$ cat src/rtl/alusrc_pkg.sv
// Shared encodings for the ALU operand-B select stage: alusrc modes,
// register address width and FSM state codes.
package alusrc_pkg;

   localparam logic [1:0] ALUSRC_REG   = 2'b00;
   localparam logic [1:0] ALUSRC_IMM   = 2'b01;
   localparam logic [1:0] ALUSRC_SHAMT = 2'b10;
   localparam logic [1:0] ALUSRC_UPPER = 2'b11;

   localparam int REG_ADDR_W = 5;

   typedef enum logic [1:0] {
      IDLE     = 2'b00,
      WAIT_FWD = 2'b01,
      OUT      = 2'b10
   } state_t;

endpackage

$ cat src/rtl/alusrc_fwd_stage_fwd_select.sv
// Combinational forwarding match: finds the lowest-index (youngest) source
// writing rs2_addr and reports its data and pending flag.
module fwd_select
   import alusrc_pkg::*;
#(
   parameter int NUM_FWD = 2,
   parameter int WIDTH   = 32
) (
   input  logic                          match_en,
   input  logic [REG_ADDR_W-1:0]         rs2_addr,
   input  logic [NUM_FWD-1:0]            fwd_valid,
   input  logic [NUM_FWD-1:0]            fwd_pending,
   input  logic [NUM_FWD*REG_ADDR_W-1:0] fwd_addr,
   input  logic [NUM_FWD*WIDTH-1:0]      fwd_data,
   output logic                          hit,
   output logic                          winner_pending,
   output logic [WIDTH-1:0]              winner_data
);

   always_comb begin
      hit            = 1'b0;
      winner_pending = 1'b0;
      winner_data    = '0;
      // Walk from oldest to youngest so the lowest hitting index is the last writer.
      for (int i = NUM_FWD - 1; i >= 0; i--) begin
         if (match_en && rs2_addr != '0 && fwd_valid[i] &&
             fwd_addr[REG_ADDR_W*i +: REG_ADDR_W] == rs2_addr) begin
            hit            = 1'b1;
            winner_pending = fwd_pending[i];
            winner_data    = fwd_data[WIDTH*i +: WIDTH];
         end
      end
   end

endmodule

$ cat src/rtl/alusrc_fwd_stage.sv
// ID/EX operand-B select with forwarding override, load-use stall with a
// bounded wait, and a valid/ready output register.
module alusrc_fwd_stage
   import alusrc_pkg::*;
#(
   parameter int WIDTH    = 32,
   parameter int NUM_FWD  = 2,
   parameter int SHAMT_W  = 5,
   parameter int MAX_WAIT = 4,
   parameter int CNT_W    = 16
) (
   input  logic                          clk,
   input  logic                          reset_n,
   input  logic                          flush,
   input  logic                          in_valid,
   output logic                          in_ready,
   input  logic [WIDTH-1:0]              read_data2,
   input  logic [WIDTH-1:0]              sign_extended,
   input  logic [SHAMT_W-1:0]            shamt,
   input  logic [1:0]                    alusrc,
   input  logic [REG_ADDR_W-1:0]         rs2_addr,
   input  logic [NUM_FWD-1:0]            fwd_valid,
   input  logic [NUM_FWD-1:0]            fwd_pending,
   input  logic [NUM_FWD*REG_ADDR_W-1:0] fwd_addr,
   input  logic [NUM_FWD*WIDTH-1:0]      fwd_data,
   output logic                          out_valid,
   input  logic                          out_ready,
   output logic [WIDTH-1:0]              alusrc_result,
   output logic [CNT_W-1:0]              fwd_count,
   output logic                          wait_timeout
);

   localparam int WAIT_W = $clog2(MAX_WAIT + 1);

   state_t                  state, state_next;
   logic [WAIT_W-1:0]       wait_cnt, cnt_next;
   logic [WIDTH-1:0]        hold_rd2;
   logic [REG_ADDR_W-1:0]   hold_rs2;
   logic [1:0]              hold_alusrc;
   logic                    from_fwd_q;

   logic [REG_ADDR_W-1:0]   sel_rs2;
   logic                    match_en, hit, winner_pending, resolvable;
   logic [WIDTH-1:0]        winner_data, req_result, result_next;
   logic                    req_from_fwd, from_fwd_next;
   logic                    load_result, latch_hold, set_timeout;

   // While stalled, the match runs on the latched request against live forwarding inputs.
   assign sel_rs2    = (state == WAIT_FWD) ? hold_rs2 : rs2_addr;
   assign match_en   = (state == WAIT_FWD) ? (hold_alusrc == ALUSRC_REG) : (alusrc == ALUSRC_REG);
   assign resolvable = !(hit && winner_pending);

   fwd_select #(.NUM_FWD(NUM_FWD), .WIDTH(WIDTH)) u_fwd_select (
      .match_en       (match_en),
      .rs2_addr       (sel_rs2),
      .fwd_valid      (fwd_valid),
      .fwd_pending    (fwd_pending),
      .fwd_addr       (fwd_addr),
      .fwd_data       (fwd_data),
      .hit            (hit),
      .winner_pending (winner_pending),
      .winner_data    (winner_data)
   );

   always_comb begin
      req_result   = hit ? winner_data : read_data2;
      req_from_fwd = hit;
      case (alusrc)
         ALUSRC_IMM:   begin req_result = sign_extended;  req_from_fwd = 1'b0; end
         ALUSRC_SHAMT: begin req_result = WIDTH'(shamt);  req_from_fwd = 1'b0; end
         ALUSRC_UPPER: begin
            req_result   = {sign_extended[WIDTH/2-1:0], {(WIDTH/2){1'b0}}};
            req_from_fwd = 1'b0;
         end
         default: ;
      endcase
   end

   // Next-state and datapath-load decisions.
   always_comb begin
      state_next    = state;
      cnt_next      = wait_cnt;
      load_result   = 1'b0;
      latch_hold    = 1'b0;
      set_timeout   = 1'b0;
      result_next   = req_result;
      from_fwd_next = req_from_fwd;
      if (flush) begin
         state_next = IDLE;
         cnt_next   = '0;
      end else begin
         case (state)
            IDLE, OUT: begin
               if (state == IDLE || out_ready) begin
                  if (!in_valid) begin
                     state_next = IDLE;
                  end else if (resolvable) begin
                     load_result = 1'b1;
                     state_next  = OUT;
                  end else begin
                     latch_hold = 1'b1;
                     cnt_next   = '0;
                     state_next = WAIT_FWD;
                  end
               end
            end
            WAIT_FWD: begin
               if (resolvable) begin
                  load_result   = 1'b1;
                  result_next   = hit ? winner_data : hold_rd2;
                  from_fwd_next = hit;
                  cnt_next      = '0;
                  state_next    = OUT;
               end else if (wait_cnt == WAIT_W'(MAX_WAIT - 1)) begin
                  load_result   = 1'b1;
                  result_next   = hold_rd2;
                  from_fwd_next = 1'b0;
                  set_timeout   = 1'b1;
                  cnt_next      = '0;
                  state_next    = OUT;
               end else begin
                  cnt_next = wait_cnt + 1'b1;
               end
            end
            default: begin
               state_next = IDLE;
               cnt_next   = '0;
            end
         endcase
      end
   end

   always_comb begin
      in_ready  = 1'b0;
      out_valid = 1'b0;
      case (state)
         IDLE:    in_ready = !flush;
         OUT: begin
            out_valid = 1'b1;
            in_ready  = out_ready && !flush;
         end
         default: ;
      endcase
   end

   // NOTE: sequential state uses non-blocking assignments so every register
   // samples pre-edge values regardless of statement order.
   always_ff @(posedge clk) begin
      if (!reset_n) begin
         state <= IDLE;
         wait_cnt <= '0;
      end else begin
         state <= state_next;
         wait_cnt <= cnt_next;
      end
   end

   always_ff @(posedge clk) begin
      if (!reset_n) begin
         hold_rd2      <= '0;
         hold_rs2      <= '0;
         hold_alusrc   <= ALUSRC_REG;
         alusrc_result <= '0;
         from_fwd_q    <= 1'b0;
         fwd_count     <= '0;
         wait_timeout  <= 1'b0;
      end else begin
         if (latch_hold) begin
            hold_rd2    <= read_data2;
            hold_rs2    <= rs2_addr;
            hold_alusrc <= alusrc;
         end
         if (load_result) begin
            alusrc_result <= result_next;
            from_fwd_q    <= from_fwd_next;
         end
         if (set_timeout)
            wait_timeout <= 1'b1;
         if (out_valid && out_ready && from_fwd_q && !flush && fwd_count != '1)
            fwd_count <= fwd_count + 1'b1;
      end
   end

endmodule
$ cat config.mk
export PLATFORM = sky130hd
export DESIGN_NAME = alusrc_fwd_stage
export DESIGN_NICKNAME = d
export VERILOG_FILES = /design/src/rtl/alusrc_pkg.sv /design/src/rtl/alusrc_fwd_stage_fwd_select.sv /design/src/rtl/alusrc_fwd_stage.sv
export SDC_FILE = /design/constraint.sdc
export NUM_CORES = 1
export LEC_CHECK = 0
export BUFFER_PORTS_ARGS = -buffer_cell sky130_fd_sc_hd__buf_2
export CORE_ASPECT_RATIO = 0.8
export CORE_MARGIN = 10
export CORE_UTILIZATION = 45
export DETAILED_ROUTE_END_ITERATION = 16
export PLACE_DENSITY = 0.78
export SYNTH_ARGS = -nofsm -noshare
export SYNTH_HDL_FRONTEND = slang
export SYNTH_SLANG_ARGS = --single-unit
$ cat constraint.sdc
create_clock -name clk -period 7.75 [get_ports clk]
set_input_delay 0.775 -clock clk [delete_from_list [all_inputs] [get_ports clk]]
set_output_delay 0.775 -clock clk [all_outputs]
set_load 0.01 [all_outputs]
# Word-level counts from Yosys, hierarchy flattened
# Index checks and enable logic that the tools add are counted.
# totals
register_bits	94
output_inout_bits	51
wordCells	96
# op_classes
n_addsub	2
eq_ne	13
muxes	49
bitwise	1
n_reduce_logical	22
# ops
operator	n
$mux 32	8
$pmux 32 s3	1
$mux 1	25
$add 16x1->16 const B	1
$ne 16x16->1 const B	1
$mux 3	5
$logic_and 1x1->1	11
$eq 5x5->1	2
$mux 2	5
$eq 2x2->1 const B	3
$logic_not 2->1	3
$ne 2x2->1 const B	3
$pmux 3 s2	1
$mux 5	1
$reduce_bool 5->1	1
$eq 2x1->1 const B	2
$pmux 1 s2	2
$pmux 2 s2	1
$reduce_or 2->1	2
$add 3x1->3 const B	1
$eq 3x2->1 const B	1
$ne 3x2->1 const B	1
$reduce_and 3->1	1
$reduce_or 3->1	1
4 further kinds	4

# Logic depth before layout (Yosys ltp)
# depth
depth_word	14
mapped_depth	11
mapped_depth_nobuf	7

# Cells and area by module
# Synthesis repeated with hierarchy kept, for this count alone.
# hier_totals
cells_unflattened	773
hier_area_um2	6102.1
# modules_own_cells
module	n_inst	cells_each	area_each_um2	seq_area_each_um2
alusrc_fwd_stage	1	639	5021.1	1881.8
fwd_select	1	134	1081.0	0.0

# Least setup slack after synthesis
# OpenSTA, ideal clock, no wires.
# synth_timing
path_type	input to register
start	in rs2_addr[2]
end	reg alusrc_result[10]
t_arrival_ps	2990
t_required_ps	7605
slack_ps	4615
stages	10
path_buffers	3
cell_sequence	or2_2 > a2111oi_0 > nor2_1 > buf_2 > nor3_1 > buf_2 > buf_2 > mux2_2 > nand3_1 > a41oi_1
# synth_between
elab_chain_len	13
# synth_rtl
element	line_no	rtl
start: declaration	alusrc_fwd_stage.sv:21	input logic [REG_ADDR_W-1:0] rs2_addr,
$mux 5 *	alusrc_fwd_stage.sv:49	assign sel_rs2 = (state == WAIT_FWD) ? hold_rs2 : rs2_addr;
$reduce_bool 5->1	alusrc_fwd_stage_fwd_select.sv:26	if (match_en && rs2_addr != '0 && fwd_valid[i] &&
$logic_and 1x1->1 (3 in a row)	alusrc_fwd_stage_fwd_select.sv:26	
$mux 32 or $mux 1 (tied branches) (2 in a row)	alusrc_fwd_stage_fwd_select.sv:26	
$mux 32 or $logic_and 1x1->1 (tied branches)	alusrc_fwd_stage.sv:66, alusrc_fwd_stage.sv:51	
$pmux 32 s3 or $mux 1 (tied branches)	alusrc_fwd_stage.sv:68, alusrc_fwd_stage.sv:97	
$mux 32 or $mux 1 (tied branches)	alusrc_fwd_stage.sv:114, alusrc_fwd_stage.sv:95	
$mux 32 or $mux 1 (tied branches)	alusrc_fwd_stage.sv:108, alusrc_fwd_stage.sv:94	
$mux 32 or $pmux 1 s2 (tied branches)	alusrc_fwd_stage.sv:92	case (state)
$mux 32 or $mux 1 (tied branches)	alusrc_fwd_stage.sv:88	if (flush) begin
end signal: assignment	alusrc_fwd_stage.sv:174	alusrc_result <= result_next;
end: declaration	alusrc_fwd_stage.sv:28	output logic [WIDTH-1:0] alusrc_result,
# Mark *: on every way between the ends. The rest lies on a longest branch, timed or not.
# A chain may end at the register's enable or synchronous reset.

# Final worst setup path
# layout_timing
start	reg state[0]
end	reg alusrc_result[28]
# layout_between
elab_chain_len	14
# layout_rtl
element	line_no	rtl
start: declaration	alusrc_fwd_stage.sv:35	state_t state, state_next;
start signal: assignment	alusrc_fwd_stage.sv:153	state <= state_next;
$eq 2x1->1	alusrc_fwd_stage.sv:49, alusrc_fwd_stage.sv:50, alusrc_fwd_stage.sv:92	
$mux 5	alusrc_fwd_stage.sv:49	
$reduce_bool 5->1	alusrc_fwd_stage_fwd_select.sv:26	
$logic_and 1x1->1 (3 in a row)	alusrc_fwd_stage_fwd_select.sv:26	
$mux 32 or $mux 1 (tied branches) (2 in a row)	alusrc_fwd_stage_fwd_select.sv:26	
$mux 32 or $logic_and 1x1->1 (tied branches)	alusrc_fwd_stage.sv:66, alusrc_fwd_stage.sv:51	
$pmux 32 s3 or $mux 1 (tied branches)	alusrc_fwd_stage.sv:68, alusrc_fwd_stage.sv:97	
$mux 32 or $mux 1 (tied branches)	alusrc_fwd_stage.sv:114, alusrc_fwd_stage.sv:95	
$mux 32 or $mux 1 (tied branches)	alusrc_fwd_stage.sv:108, alusrc_fwd_stage.sv:94	
$mux 32 or $pmux 1 s2 (tied branches)	alusrc_fwd_stage.sv:92	
$mux 32 or $mux 1 (tied branches)	alusrc_fwd_stage.sv:88	
# Parallel ways exist; a longest one is shown, timed or not.

==> run_results.csv <==
group,metric,value,unit
placed_design,gp_congestion,0.9303,
timing,fin_worst_skew,0.01181,ns
timing,max-slew-margin-rel,0.09018,
clocking,cts-htree-levels,3,
power_and_ir_drop,p_sw,351.0,uW
global_routing,grt_pass1_vias,7696,
placed_design,dpl.cell_count,1155,
cells_and_area,final_net_count,1143,
status,status,"completed",
synthesis,ys.flop_type,"dfxtp_1",
synthesis,yosysSeqAreaShare,0.2803,
timing,rsz0062_at_grt,"no",
die,coreArea,14440,um^2
synthesis,yosysUniqueCellTypes,58,
synthesis,synth_top_family_by_area,"compound AO/OA/AOI/OAI gates",
cells_and_area,drive_above_1_share,0.3121,
setup_path,cp_num_cells,8,
setup_path,slowest_stage,"a31o_2",
synthesis,synth_xor_xnor_area_share,0.03261,
setup_path,path_class,"flop to flop",
power_and_ir_drop,ir_drop,0.0001101,V
power_and_ir_drop,leakagePower,2.990,nW
synthesis,muxShareOfSynthArea,0.09952,
global_routing,antenna_found_initial,2,
timing,setup_tns,0,ns
global_routing,grt_max_degree,68,
power_and_ir_drop,p_per_area,148.8,nW/um^2
clocking,clockRootBuffer,"clkbuf_16",
synthesis,syn_area_per_cell,8.002,um^2
global_routing,grt_overflow,0,
cells_and_area,area_growth,20.67,%
setup_path,cp-start-kind,"flop",
drt,drt-initial-drc-count,1156,
timing,setup_viol,0,
die,dieArea,20240,um^2
clocking,path_clk_slew,0.07,ns
timing,finalCritPeriodShare,0.5860,
clocking,cts_tree,"yes",
drt,wl_per_cell,23.36,um
clocking,ctsHoldBuffers,0,
synthesis,async_flop_share,0,
die,fp.dieW,156.6,um
synthesis,synth-seq-cells,94,
global_routing,grt_pass1_wl,42.60,mm
synthesis,synth_compound_gate_area_share,0.3295,
die,die_h,129.3,um
clocking,cts_buffers,9,
cells_and_area,instances_no_fill,1175,
placed_design,dp_slack,3.203,ns
timing,maxSlewViolCount,0,
clocking,cts_setup_buffers,0,
synthesis,synth_edf_count,0,
drt,vias,7898,
synthesis,synthSimpleGateAreaFrac,0.1903,
timing,worst_pin_slew,1.365,ns
clocking,cts_resized,0,
synthesis,synth_cells,839,
drt,totalWireLength,27.45,mm
setup_path,rr_worst_depth,8,
hold_path,worstHoldPathCells,2,
drt,detail-route-antenna-nets,0,
timing,layout_min_cycle_time,4.542,ns
drt,drc_errors,0,
drt,firstDrtPassIters,6,
synthesis,synth_nets,1000,
drt,via_per_inst,6.722,
power_and_ir_drop,swShare,0.2911,
placed_design,portBuffers,209,
clocking,clock_path_buffers,2,
synthesis,synthAdderAreaFrac,0.003727,
die,num_io_pins,210,
die,rows,39,
cells_and_area,final_common_cell,"buf_2",
power_and_ir_drop,power_frac_comb,0.193,
power_and_ir_drop,clockPowerShare,0.390,
setup_path,required,8.01,ns
placed_design,dp_hpwl,18.85,mm
global_routing,grt_usage,0.2590,
power_and_ir_drop,p_int,854.6,uW
synthesis,synth_warnings,0,
setup_path,critical_path_arrival,4.80,ns
setup_path,cpPeakStageDelay,0.85,ns
clocking,insertion_delay,0.36,ns
setup_path,cpMostUsedCell,"nand3_1",
cells_and_area,layout_common_cells,"209 x buf_2, 94 x dfxtp_1, 74 x nand3_1",
setup_path,cpLargestDelayFamily,"simple AND/OR/NAND/NOR gates",
setup_path,crit_chain,"nor2b_1 > mux2_2 > nand3_1 > buf_4 > or3_1 > a31o_2 > nand3_1 > a311oi_1",
synthesis,syn_area,6714,um^2
setup_path,crit_buf_inv,1,
clocking,clock-sinks,94,
setup_path,worstSetupEndpointType,"flop",
timing,fmax,220.2,MHz
setup_path,cp_max_fo,31,
flow_run,cap_violations,0,
power_and_ir_drop,seqPwrFrac,0.417,
timing,hold_violations,0,
hold_path,hold_class,"flop to flop",
timing,postLayoutSetupSlackWorst,3.208,ns
die,start_util,0.4648,
-- registers in the layout (all words and copies together) (netlist names) --
register / flops
hold_rs2: 5
wait_timeout: 1
from_fwd_q: 1
hold_alusrc: 2
state: 2
alusrc_result: 32
hold_rd2: 32
wait_cnt: 3
fwd_count: 16
-- metrics by stage --
stage | power (mW) | util | hold WS, ns | cell area [um^2]
6_report | 1.206 | 0.5609 | 0.4538 | 8102
5_1_grt | 1.242 | 0.5606 | 0.4873 | 8097
4_1_cts | 1.198 | 0.5602 | 0.4528 | 8092
3_5_place_dp | 0.7373 | 0.5388 | 0.4440 | 7782
3_3_place_gp | 0.7354 | 0.5388 | 0.4310 | 7782
2_1_floorplan | 0.6304 | - | 0.4202 | 6714
-- cell type report --
type	count	area, um^2
fillers	1370	6342
multi-input cells	640	4452
flip-flops and latches	94	1882
repair buffers	227	1181
clock buffers	11	252.7
well taps	184	230.2
clock inverters	5	56.30
inverters	10	37.54
diodes	4	10.01
-- worst paths after layout --
check	from	endpoint	slack (ns)
worst min register to register	wait_cnt[2]	wait_cnt[2]	0.45
worst max-delay path	state[0]	alusrc_result[28]	3.21
worst max register to register	state[0]	alusrc_result[28]	3.21
worst min-delay path	wait_cnt[2]	wait_cnt[2]	0.45
-- Yosys cell counts, drive strengths merged, types with 24 or more instances --
library cell | instances | area share
nand2 | 27 | 0.015
o211ai | 36 | 0.040
a21oi | 64 | 0.048
nor2 | 32 | 0.018
mux2 | 46 | 0.077
nor3 | 28 | 0.021
o21ai | 50 | 0.037
nand3 | 74 | 0.055
o31ai | 67 | 0.077
dfxtp | 94 | 0.28
clkbuf | 71 | 0.040
nand4 | 27 | 0.025
buf | 24 | 0.019
-- power groups by stage --
stage | sequential [mW] | clock, mW | combinational (mW)
final | 0.502 | 0.471 | 0.233
after global routing | 0.503 | 0.492 | 0.247
after CTS | 0.502 | 0.471 | 0.225
after detailed placement | 0.513 | 0 | 0.224
after global placement | 0.513 | 0 | 0.223
after floorplan | 0.517 | 0 | 0.113
-- cells by family (layout without fill, tap and decap cells) --
family          after synthesis  after routing
compound gates              307            307
xor+xnor                     25             25
fa+ha+maj                     2              2
buf+inv                     105            253
flops                        94             94
mux                          61             61
other cells                   0              4
simple gates                245            245
-- layer usage --
layer	GRT usage	share of wire	up-vias
li1	-	-	3569
met1	0.3471	0.40	3708
met2	0.3886	0.45	558
met3	0.07308	0.13	63
met4	0.09584	0.023	0
met5	0	0	-
-- tightest hold or removal path: cells and delay by family (launching register included) --
family / cells / cell delay, ns
compound gates: 1 / 0.03
flops: 1 / 0.32
simple gates: 1 / 0.06
No activity file was read; power rests on OpenSTA's default activity.
